## config.mk

```make
export PLATFORM = sky130hd
export DESIGN_NAME = i2c_slave_target
export DESIGN_NICKNAME = d
export VERILOG_FILES = /design/src/rtl/i2c_slave_target.sv
export SDC_FILE = /design/constraint.sdc
export NUM_CORES = 1
export LEC_CHECK = 0
export ABC_CLOCK_PERIOD_IN_PS = 2600
export CORE_UTILIZATION = 30
export CTS_BUF_LIST = sky130_fd_sc_hd__clkbuf_4
export DETAILED_ROUTE_END_ITERATION = 16
export GPL_ROUTABILITY_DRIVEN = 0
export PLACE_DENSITY = 0.42
export SYNTH_ARGS = -nofsm -noshare
export SYNTH_HDL_FRONTEND = slang
export SYNTH_SLANG_ARGS = --single-unit
```

## constraint.sdc

```tcl
create_clock -name PCLK -period 2.6 [get_ports PCLK]
set_clock_uncertainty 0.1 [all_clocks]
set_input_delay 0.52 -clock PCLK [delete_from_list [all_inputs] [get_ports PCLK]]
set_output_delay 0.52 -clock PCLK [all_outputs]
set_load 0.01 [all_outputs]
```

## src/rtl/i2c_slave_target.sv

```systemverilog
// I2C target with a byte-addressed register file and auto-incrementing pointer.
// Oversamples SCL/SDA on PCLK; the first byte of a write sets the pointer,
// later bytes are stored; reads stream from the pointer onward.
module i2c_slave_target #(
  parameter logic [6:0]  SLAVE_ADDR = 7'h50,
  parameter int unsigned MEM_DEPTH  = 16,
  localparam int unsigned PW        = $clog2(MEM_DEPTH)
) (
  input  logic          PCLK,
  input  logic          PRESETn,
  input  logic          scl_i,
  input  logic          sda_i,
  output logic          sda_o,
  output logic          busy,
  output logic          wr_valid,
  output logic [PW-1:0] wr_addr,
  output logic [7:0]    wr_data
);

  typedef enum logic [2:0] {
    S_IDLE, S_ADDR, S_ACK_A, S_WR_BYTE, S_WR_ACK, S_RD_BYTE, S_RD_ACK, S_IGNORE
  } state_t;

  state_t        state_q, state_d;
  logic [2:0]    scl_sync_q, scl_sync_d;
  logic [2:0]    sda_sync_q, sda_sync_d;
  logic [3:0]    bit_cnt_q, bit_cnt_d;
  logic [7:0]    shreg_q, shreg_d;
  logic [7:0]    rd_sh_q, rd_sh_d;
  logic          rw_q, rw_d;
  logic          got_ptr_q, got_ptr_d;
  logic [PW-1:0] ptr_q, ptr_d;
  logic          sda_o_q, sda_o_d;
  logic          busy_q, busy_d;
  logic          wr_valid_q, wr_valid_d;
  logic [PW-1:0] wr_addr_q, wr_addr_d;
  logic [7:0]    wr_data_q, wr_data_d;
  logic [7:0]    mem_q [MEM_DEPTH];
  logic [7:0]    mem_d [MEM_DEPTH];

  logic scl_s, sda_s, scl_rise, scl_fall, sda_rise, sda_fall, start_ev, stop_ev;
  logic [7:0] rd_byte;

  // Synchroniser chains and bus event decode (bit 1 = synced, bit 2 = previous)
  always_comb begin
    scl_sync_d = {scl_sync_q[1:0], scl_i};
    sda_sync_d = {sda_sync_q[1:0], sda_i};
    scl_s      = scl_sync_q[1];
    sda_s      = sda_sync_q[1];
    scl_rise   = scl_sync_q[1] & ~scl_sync_q[2];
    scl_fall   = ~scl_sync_q[1] & scl_sync_q[2];
    sda_rise   = sda_sync_q[1] & ~sda_sync_q[2];
    sda_fall   = ~sda_sync_q[1] & sda_sync_q[2];
    start_ev   = sda_fall & scl_s;
    stop_ev    = sda_rise & scl_s;
    rd_byte    = mem_q[ptr_q];
  end

  // Protocol FSM: next state, shift registers, pointer, register-file write
  always_comb begin
    state_d    = state_q;
    bit_cnt_d  = bit_cnt_q;
    shreg_d    = shreg_q;
    rd_sh_d    = rd_sh_q;
    rw_d       = rw_q;
    got_ptr_d  = got_ptr_q;
    ptr_d      = ptr_q;
    sda_o_d    = sda_o_q;
    busy_d     = busy_q;
    wr_valid_d = 1'b0;
    wr_addr_d  = wr_addr_q;
    wr_data_d  = wr_data_q;
    mem_d      = mem_q;
    if (stop_ev) begin
      state_d = S_IDLE;
      busy_d  = 1'b0;
      sda_o_d = 1'b1;
    end else if (start_ev) begin
      state_d   = S_ADDR;
      bit_cnt_d = '0;
      busy_d    = 1'b1;
      sda_o_d   = 1'b1;
    end else begin
      unique case (state_q)
        S_IDLE: sda_o_d = 1'b1;
        S_ADDR: begin
          if (scl_rise && bit_cnt_q != 4'd8) begin
            shreg_d   = {shreg_q[6:0], sda_s};
            bit_cnt_d = bit_cnt_q + 4'd1;
          end else if (scl_fall && bit_cnt_q == 4'd8) begin
            if (shreg_q[7:1] == SLAVE_ADDR) begin
              rw_d    = shreg_q[0];
              sda_o_d = 1'b0;
              state_d = S_ACK_A;
            end else begin
              sda_o_d = 1'b1;
              state_d = S_IGNORE;
            end
          end
        end
        S_ACK_A: begin
          if (scl_fall) begin
            if (!rw_q) begin
              sda_o_d   = 1'b1;
              got_ptr_d = 1'b0;
              bit_cnt_d = '0;
              state_d   = S_WR_BYTE;
            end else begin
              sda_o_d   = rd_byte[7];
              rd_sh_d   = {rd_byte[6:0], 1'b0};
              bit_cnt_d = 4'd1;
              ptr_d     = ptr_q + PW'(1);
              state_d   = S_RD_BYTE;
            end
          end
        end
        S_WR_BYTE: begin
          if (scl_rise && bit_cnt_q != 4'd8) begin
            shreg_d   = {shreg_q[6:0], sda_s};
            bit_cnt_d = bit_cnt_q + 4'd1;
          end else if (scl_fall && bit_cnt_q == 4'd8) begin
            sda_o_d = 1'b0;
            state_d = S_WR_ACK;
            if (!got_ptr_q) begin
              ptr_d     = shreg_q[PW-1:0];
              got_ptr_d = 1'b1;
            end else begin
              mem_d[ptr_q] = shreg_q;
              wr_valid_d   = 1'b1;
              wr_addr_d    = ptr_q;
              wr_data_d    = shreg_q;
              ptr_d        = ptr_q + PW'(1);
            end
          end
        end
        S_WR_ACK: begin
          if (scl_fall) begin
            sda_o_d   = 1'b1;
            bit_cnt_d = '0;
            state_d   = S_WR_BYTE;
          end
        end
        S_RD_BYTE: begin
          if (scl_fall) begin
            if (bit_cnt_q == 4'd8) begin
              sda_o_d = 1'b1;
              state_d = S_RD_ACK;
            end else begin
              sda_o_d   = rd_sh_q[7];
              rd_sh_d   = {rd_sh_q[6:0], 1'b0};
              bit_cnt_d = bit_cnt_q + 4'd1;
            end
          end
        end
        S_RD_ACK: begin
          // Master NACK ends the read at the rising edge; ACK reloads on the next fall
          if (scl_rise && sda_s) begin
            sda_o_d = 1'b1;
            state_d = S_IGNORE;
          end else if (scl_fall) begin
            sda_o_d   = rd_byte[7];
            rd_sh_d   = {rd_byte[6:0], 1'b0};
            bit_cnt_d = 4'd1;
            ptr_d     = ptr_q + PW'(1);
            state_d   = S_RD_BYTE;
          end
        end
        S_IGNORE: sda_o_d = 1'b1;
        default:  state_d = S_IDLE;
      endcase
    end
  end

  // State and register file, asynchronous active-low reset
  always_ff @(posedge PCLK or negedge PRESETn) begin
    if (!PRESETn) begin
      state_q    <= S_IDLE;
      scl_sync_q <= '1;
      sda_sync_q <= '1;
      bit_cnt_q  <= '0;
      shreg_q    <= '0;
      rd_sh_q    <= '0;
      rw_q       <= 1'b0;
      got_ptr_q  <= 1'b0;
      ptr_q      <= '0;
      sda_o_q    <= 1'b1;
      busy_q     <= 1'b0;
      wr_valid_q <= 1'b0;
      wr_addr_q  <= '0;
      wr_data_q  <= '0;
      for (int unsigned i = 0; i < MEM_DEPTH; i++) mem_q[i] <= '0;
    end else begin
      state_q    <= state_d;
      scl_sync_q <= scl_sync_d;
      sda_sync_q <= sda_sync_d;
      bit_cnt_q  <= bit_cnt_d;
      shreg_q    <= shreg_d;
      rd_sh_q    <= rd_sh_d;
      rw_q       <= rw_d;
      got_ptr_q  <= got_ptr_d;
      ptr_q      <= ptr_d;
      sda_o_q    <= sda_o_d;
      busy_q     <= busy_d;
      wr_valid_q <= wr_valid_d;
      wr_addr_q  <= wr_addr_d;
      wr_data_q  <= wr_data_d;
      mem_q      <= mem_d;
    end
  end

  assign sda_o    = sda_o_q;
  assign busy     = busy_q;
  assign wr_valid = wr_valid_q;
  assign wr_addr  = wr_addr_q;
  assign wr_data  = wr_data_q;

endmodule

```

Yosys cells after proc, flatten, opt, wreduce, memory -nomap -nowiden
Index checks and enable logic that the tools add are counted.

operators by class
  add/subtract/negate cells = 2
  muxes and demuxes = 74
  $lt $le $gt $ge = 2
  bitwise gates (word level) = 14
  equal/unequal tests = 35
  reduce and logical (&&, ||, !) cells = 22

operator list
  cell                 count
  $bwmux 128           1
  $mux 8               9
  $mux 4               15
  $mux 3               14
  $ne 4x4->1 const B   9
  $bmux 8 s4           1
  $demux 8 s4          1
  $mux 1               27
  $reduce_and 9->1     3
  $pmux 8 s3           1
  $pmux 4 s5           1
  $ne 2x2->1 const B   9
  $ne 3x3->1 const B   6
  $pmux 3 s6           1
  $eq 3x3->1 const B   4
  $pmux 4 s3           1
  $reduce_and 6->1     2
  $reduce_and 10->1    1
  $add 4x1->4 const B  2
  $reduce_and 8->1     1
  $reduce_bool 8->1    1
  $eq 7x7->1 const B   1
  $not 1->1            7
  $pmux 1 s7           1
  other kinds (18)     30

storage, ports and cells
  logic and storage cells = 179
  flip-flop bits (word level) = 178
  bits of input ports = 4
  output and inout port bits = 15

Logic depth before layout (Yosys ltp)
  depth after elaboration = 9
  depth in mapped cells = 8
  mapped depth without buffers = 7

Worst setup path after synthesis
Ideal clock, no wire load.

  kind = register -> register
  from = reg ptr_q[1]
  to = reg mem_q[120] (netlist bit)
  period minus slack after synthesis = 2.269 ns
  cell stages (with the launch flop) = 8
  data arrival time = 2.045 ns
  path buffers = 2
  path slack = 0.331 ns
  required time = 2.375 ns
  library setup time = 0.125 ns
  cells stage by stage = dfrtp_1 -> buf_2 -> clkbuf_1 -> inv_1 -> ha_1 -> nand2_1 -> nor4_4 -> mux2_2

on the way
  longest elaborated chain between the ends = 6
  elaborated cells between the ends (all ways) = 7
  those cells by class = order compare: 2; mux: 3; bitwise: 1; reduce/logical: 1

RTL lines
  element                                                         RTL line  source
  from (decl)                                                     32        logic [PW-1:0] ptr_q, ptr_d;
  from (signal assigned)                                          201       ptr_q <= ptr_d;
  $not 4->5 (not written as such) *                               128       mem_d[ptr_q] = shreg_q;
  $ge 5x5->1 (not written as such) or $lt 5x1->1 (tied branches)  128
  $logic_and 1x1->1 (not written as such)                         128
  $mux 8 (not written as such)                                    128
  $demux 8 s4 *                                                   128
  $bwmux 128 *                                                    128
  to (signal assigned)                                            207       mem_q <= mem_d;
  to (decl)                                                       38        logic [7:0] mem_q [MEM_DEPTH];

Every way passes the cells marked *; elsewhere a longest branch is shown, timed or not.
A chain may end at the register's enable or synchronous reset.

Worst setup path after layout
  from = reg bit_cnt_q[1]
  to = reg mem_q[88] (netlist bit)

on the way
  longest elaborated chain between the ends = 4
  elaborated cells between the ends (all ways) = 6
  those cells by class = eq/ne: 2; bitwise: 1; reduce/logical: 3

RTL lines
  element                       RTL line  source
  from (decl)                   27        logic [3:0] bit_cnt_q, bit_cnt_d;
  from (signal assigned)        196       bit_cnt_q <= bit_cnt_d;
  $ne 4x4->1                    118       if (scl_rise && bit_cnt_q != 4'd8) begin
  $logic_and 1x1->1             118
  $not 1->1 (no line)           --
  $reduce_and 6->1 (no line) *  --

Marks and branches as above.

==> run summary <==
- complete, no violations — status
- 8 — cell count of the worst reg-to-reg path
- 17 — total CTS buffers
- 177 — Sinks on Clock Net
- register — Worst setup EP type
- done — TritonCTS clock tree
- 20.6 um — mean routed wirelength per cell
- 0 — number of synthesized flops with an enable pin
- 0.0289 sq mm — die area
- 120 ps — setup slack at placement
- 1,001 — Post-Place Cells
- 16 — largest fanout of any net on the critical path
- 33.0% — switching part of the total
- 0.00945 sq mm — instance area after placement
- 3.72 mW — design internal power
- 54.3% — fraction of power consumed by sequential logic
- sky130_fd_sc_hd__dfrtp_1 — most used flip-flop cell after synthesis
- 2470 ps — time the final worst path needs with I/O delays and setup
- 50.2% — area share of the leading cell type in the synthesized netlist
- 2830 ps — data arrival time of the critical path
- 0 — final setup violating endpoints
- 15.9% — overall routing resource usage
- 46.3% — fraction of layout instances using a drive strength above 1
- 35.2% — utilization of the core after routing
- 4 — detailed-router iteration count before antenna repair
- 0 — total count of max-transition violations in the final report
- 130 ps — setup slack on the worst flop-to-flop path
- sky130_fd_sc_hd__dfrtp_1 (170), sky130_fd_sc_hd__mux2_2 (151), sky130_fd_sc_hd__mux4_2 (37) — most numerous cell types in the synthesized netlist
- 4 — level count of the clock H-tree
- 890 ps — actual slew at the worst max-slew pin
- 134 ps — Final Worst Setup Slack
- 2 — maximum clock path buffer count
- sda_sync_q[0]$_DFF_PN1_ — hold endpoint
- 0 — number of setup buffers added after CTS
- 15.2% — Area growth syn-to-layout
- 47 — maximum number of pins on one net before global-route repair
- 0 — post-cts resize count
- 0 ps — Final TNS setup
- 55 — Netlist cell types
- sky130_fd_sc_hd__dfrtp_1 — library cell with the largest summed area after synthesis
- reg2reg — critical path class
- sky130_fd_sc_hd__dfrtp_1 (50%), sky130_fd_sc_hd__mux2_2 (20%), sky130_fd_sc_hd__mux4_2 (9.8%) — cell types with the largest area share after synthesis
- 0 — count of endpoints failing hold in the final timing report
- 603 — Post-Synthesis Net Count
- 0 — Yosys warning total
- sky130_fd_sc_hd__dfrtp_1 — most frequently used cell type in the post-synthesis netlist
- 160 ps — Reg clk slew, reported paths
- 0.00444 sq mm — FF+latch area
- 0 — post-detailed-route count of antenna-violating nets
- 4.94 — post-detailed-route via-to-cell ratio
- 5,489 — vias in the first global route
- false — RSZ-0062 raised after global routing
- 2,761 — count of filler cells inserted in the layout
- 0.00384 sq mm — area of the multi-input gates
- 170 um — width of the chip
- 0.00977 sq mm — Non-Filler Cell Area, Final
- 406 MHz — achievable frequency
- 94.8% — Final Cycle Share
- 0 — count of max-cap constraint violations
- 0 — total grt overflow
- 4.45 nW — leakage power of the design
- sda_i — Worst Min Path Start
- 0.00848 sq mm — Syn Std Cell Area
- 1 — worst hold stages
- 170 um — die boundary height
- in2reg — worst min-delay path class
- 1,035 — non-filler cells, final
- 19 — number of top-level pins
- mem_q[88]$_DFFE_PN0P_ — endpoint of the most critical register-to-register path
- 1.83 mW — Psw
- 21.4 mm — wirelength, routed
- 2960 ps — endpoint required time on the critical path
- 569 mW/mm^2 — P per Cell Area
- 61 — standard-cell row count
- 18 — count of buffers inserted at the top-level ports
- 177 — #FFs+latches synth
- 33.9 mm — global-route wire length before repair
- 29.5% — clock network fraction of design power
- register — sort of element at the start of the critical path
- 30.5% — initial standard-cell utilization of the core
- 5,110 — vias after detailed routing
- 0.0278 sq mm — core area
- 100% — fraction of registers with async set or reset after synthesis
- bit_cnt_q[1]$_DFFE_PN0P_ — worst reg2reg path startpoint
- 0 — number of remaining DRC errors
- 653 — nets
- sky130_fd_sc_hd__clkbuf_4 — Root Buffer
- 14.3 sq um — average size of a mapped cell
- 14.6 mm — post-DP HPWL
- 40.4% — relative max-transition margin
- 16.2% — combinational power share
- 1 — number of antenna violations at the first check in global routing
- 560 ps — clock latency reported for the late side of the worst-skew pair
- 0.000293 V — peak ir drop on the vdd network
- 52.3% — part of the Yosys area used for sequential elements
- 316 — starting DRC count in detailed routing
- 593 — Synth Instances
-- cell type report --
class | count | area share [%]
flip-flops and latches | 177 | 45.5
multi-input cells | 369 | 39.3
repair buffers | 72 | 7.06
well taps | 378 | 4.84
clock inverters | 14 | 1.70
clock buffers | 18 | 1.38
inverters | 6 | 0.231
diodes | 1 | 0.0256
-- power groups by stage --
stage | sequential, mW | combinational, mW | clock, mW
floorplan | 3.00 | 0.517 | 0
global placement | 3.07 | 0.896 | 0
detailed placement | 3.07 | 0.910 | 0
CTS | 3.02 | 0.914 | 1.72
global route | 3.04 | 0.992 | 1.86
finish | 3.02 | 0.901 | 1.64
-- metal layers --
layer,global-route usage (%),vias to the layer above,share of wire (%)
met5,0,-,0
met1,21.2,2731,47
met3,3.26,11,2.6
met4,2.98,0,1.0
met2,26.8,61,50
li1,-,2307,-
-- flip-flops by register name, indices dropped and copies added (netlist names) --
| register | cells |
|---|---|
| mem_q | 128 |
| shreg_q | 8 |
| wr_data | 8 |
| rd_sh_q | 7 |
| bit_cnt_q | 4 |
| ptr_q | 4 |
| wr_addr | 4 |
| scl_sync_q | 3 |
| sda_sync_q | 3 |
| state_q | 3 |
| busy | 1 |
| got_ptr_q | 1 |
| rw_q | 1 |
| sda_o | 1 |
| wr_valid | 1 |
-- kinds of logic (layout without fill, tap and decap cells) --
group | Yosys count | after routing | synth area share [%]
AOI/OAI and AO/OA | 61 | 61 | 4.72
xor gates and xnor gates | 1 | 1 | 0.103
adders and majority gates | 6 | 6 | 0.885
buffers and inverters | 47 | 110 | 2.42
DFF | 177 | 177 | 52.3
muxes | 193 | 193 | 30.5
other | 0 | 1 | 0
and+or+nand+nor | 108 | 108 | 9.05
-- how the worst max path moves through the flow --
stage / slack, ps / cells past startpoint / from / end
finish: 130 / 8 / bit_cnt_q[1]$_DFFE_PN0P_ / mem_q[88]$_DFFE_PN0P_
global route: 4 / 8 / bit_cnt_q[0]$_DFFE_PN0P_ / mem_q[79]$_DFFE_PN0P_
CTS: 80 / 8 / bit_cnt_q[1]$_DFFE_PN0P_ / mem_q[79]$_DFFE_PN0P_
detailed placement: 120 / 8 / bit_cnt_q[1]$_DFFE_PN0P_ / mem_q[73]$_DFFE_PN0P_
global placement: 110 / 7 / ptr_q[0]$_DFFE_PN0P_ / rd_sh_q[7]$_DFFE_PN0P_
floorplan: 330 / 7 / ptr_q[1]$_DFFE_PN0P_ / mem_q[120]$_DFFE_PN0P_
-- cells in the final DEF, fill, tap and decap left out, types with 7 or more instances in the layout --
master / instances
sky130_fd_sc_hd__a211oi_1: 7
sky130_fd_sc_hd__a21oi_1: 10
sky130_fd_sc_hd__a31oi_1: 7
sky130_fd_sc_hd__buf_12: 8
sky130_fd_sc_hd__buf_4: 45
sky130_fd_sc_hd__clkbuf_4: 18
sky130_fd_sc_hd__clkdlybuf4s50_1: 17
sky130_fd_sc_hd__dfrtp_1: 168
sky130_fd_sc_hd__dfstp_2: 7
sky130_fd_sc_hd__mux2_2: 151
sky130_fd_sc_hd__mux4_2: 37
sky130_fd_sc_hd__nand2_1: 29
sky130_fd_sc_hd__nand2b_1: 7
sky130_fd_sc_hd__nor2_1: 18
sky130_fd_sc_hd__nor3_4: 10
sky130_fd_sc_hd__o21ai_0: 17
-- metrics by stage --
step | total power [mW] | hold slack (ps)
4_1_cts | 5.66 | 193
5_1_grt | 5.89 | 172
3_5_place_dp | 3.98 | 247
3_3_place_gp | 3.96 | 247
2_1_floorplan | 3.52 | 124
6_report | 5.56 | 249
-- worst max-delay path, stage by stage, from the launching register on --
cell and delay [ps]:
sky130_fd_sc_hd__dfrtp_1 430, sky130_fd_sc_hd__inv_1 70, sky130_fd_sc_hd__ha_1 170, sky130_fd_sc_hd__nand3b_2 130, sky130_fd_sc_hd__nor2_4 140, sky130_fd_sc_hd__nand3_4 90, sky130_fd_sc_hd__buf_4 280, sky130_fd_sc_hd__nor3_4 530
sky130_fd_sc_hd__mux2_2 400
-- repair_timing --
item	4_1_cts	5_1_grt
hold endpoints to repair	38	0
hold buffers	1	0
endpoints found under the setup margin	0	1
(Power assumes the default switching activity.)
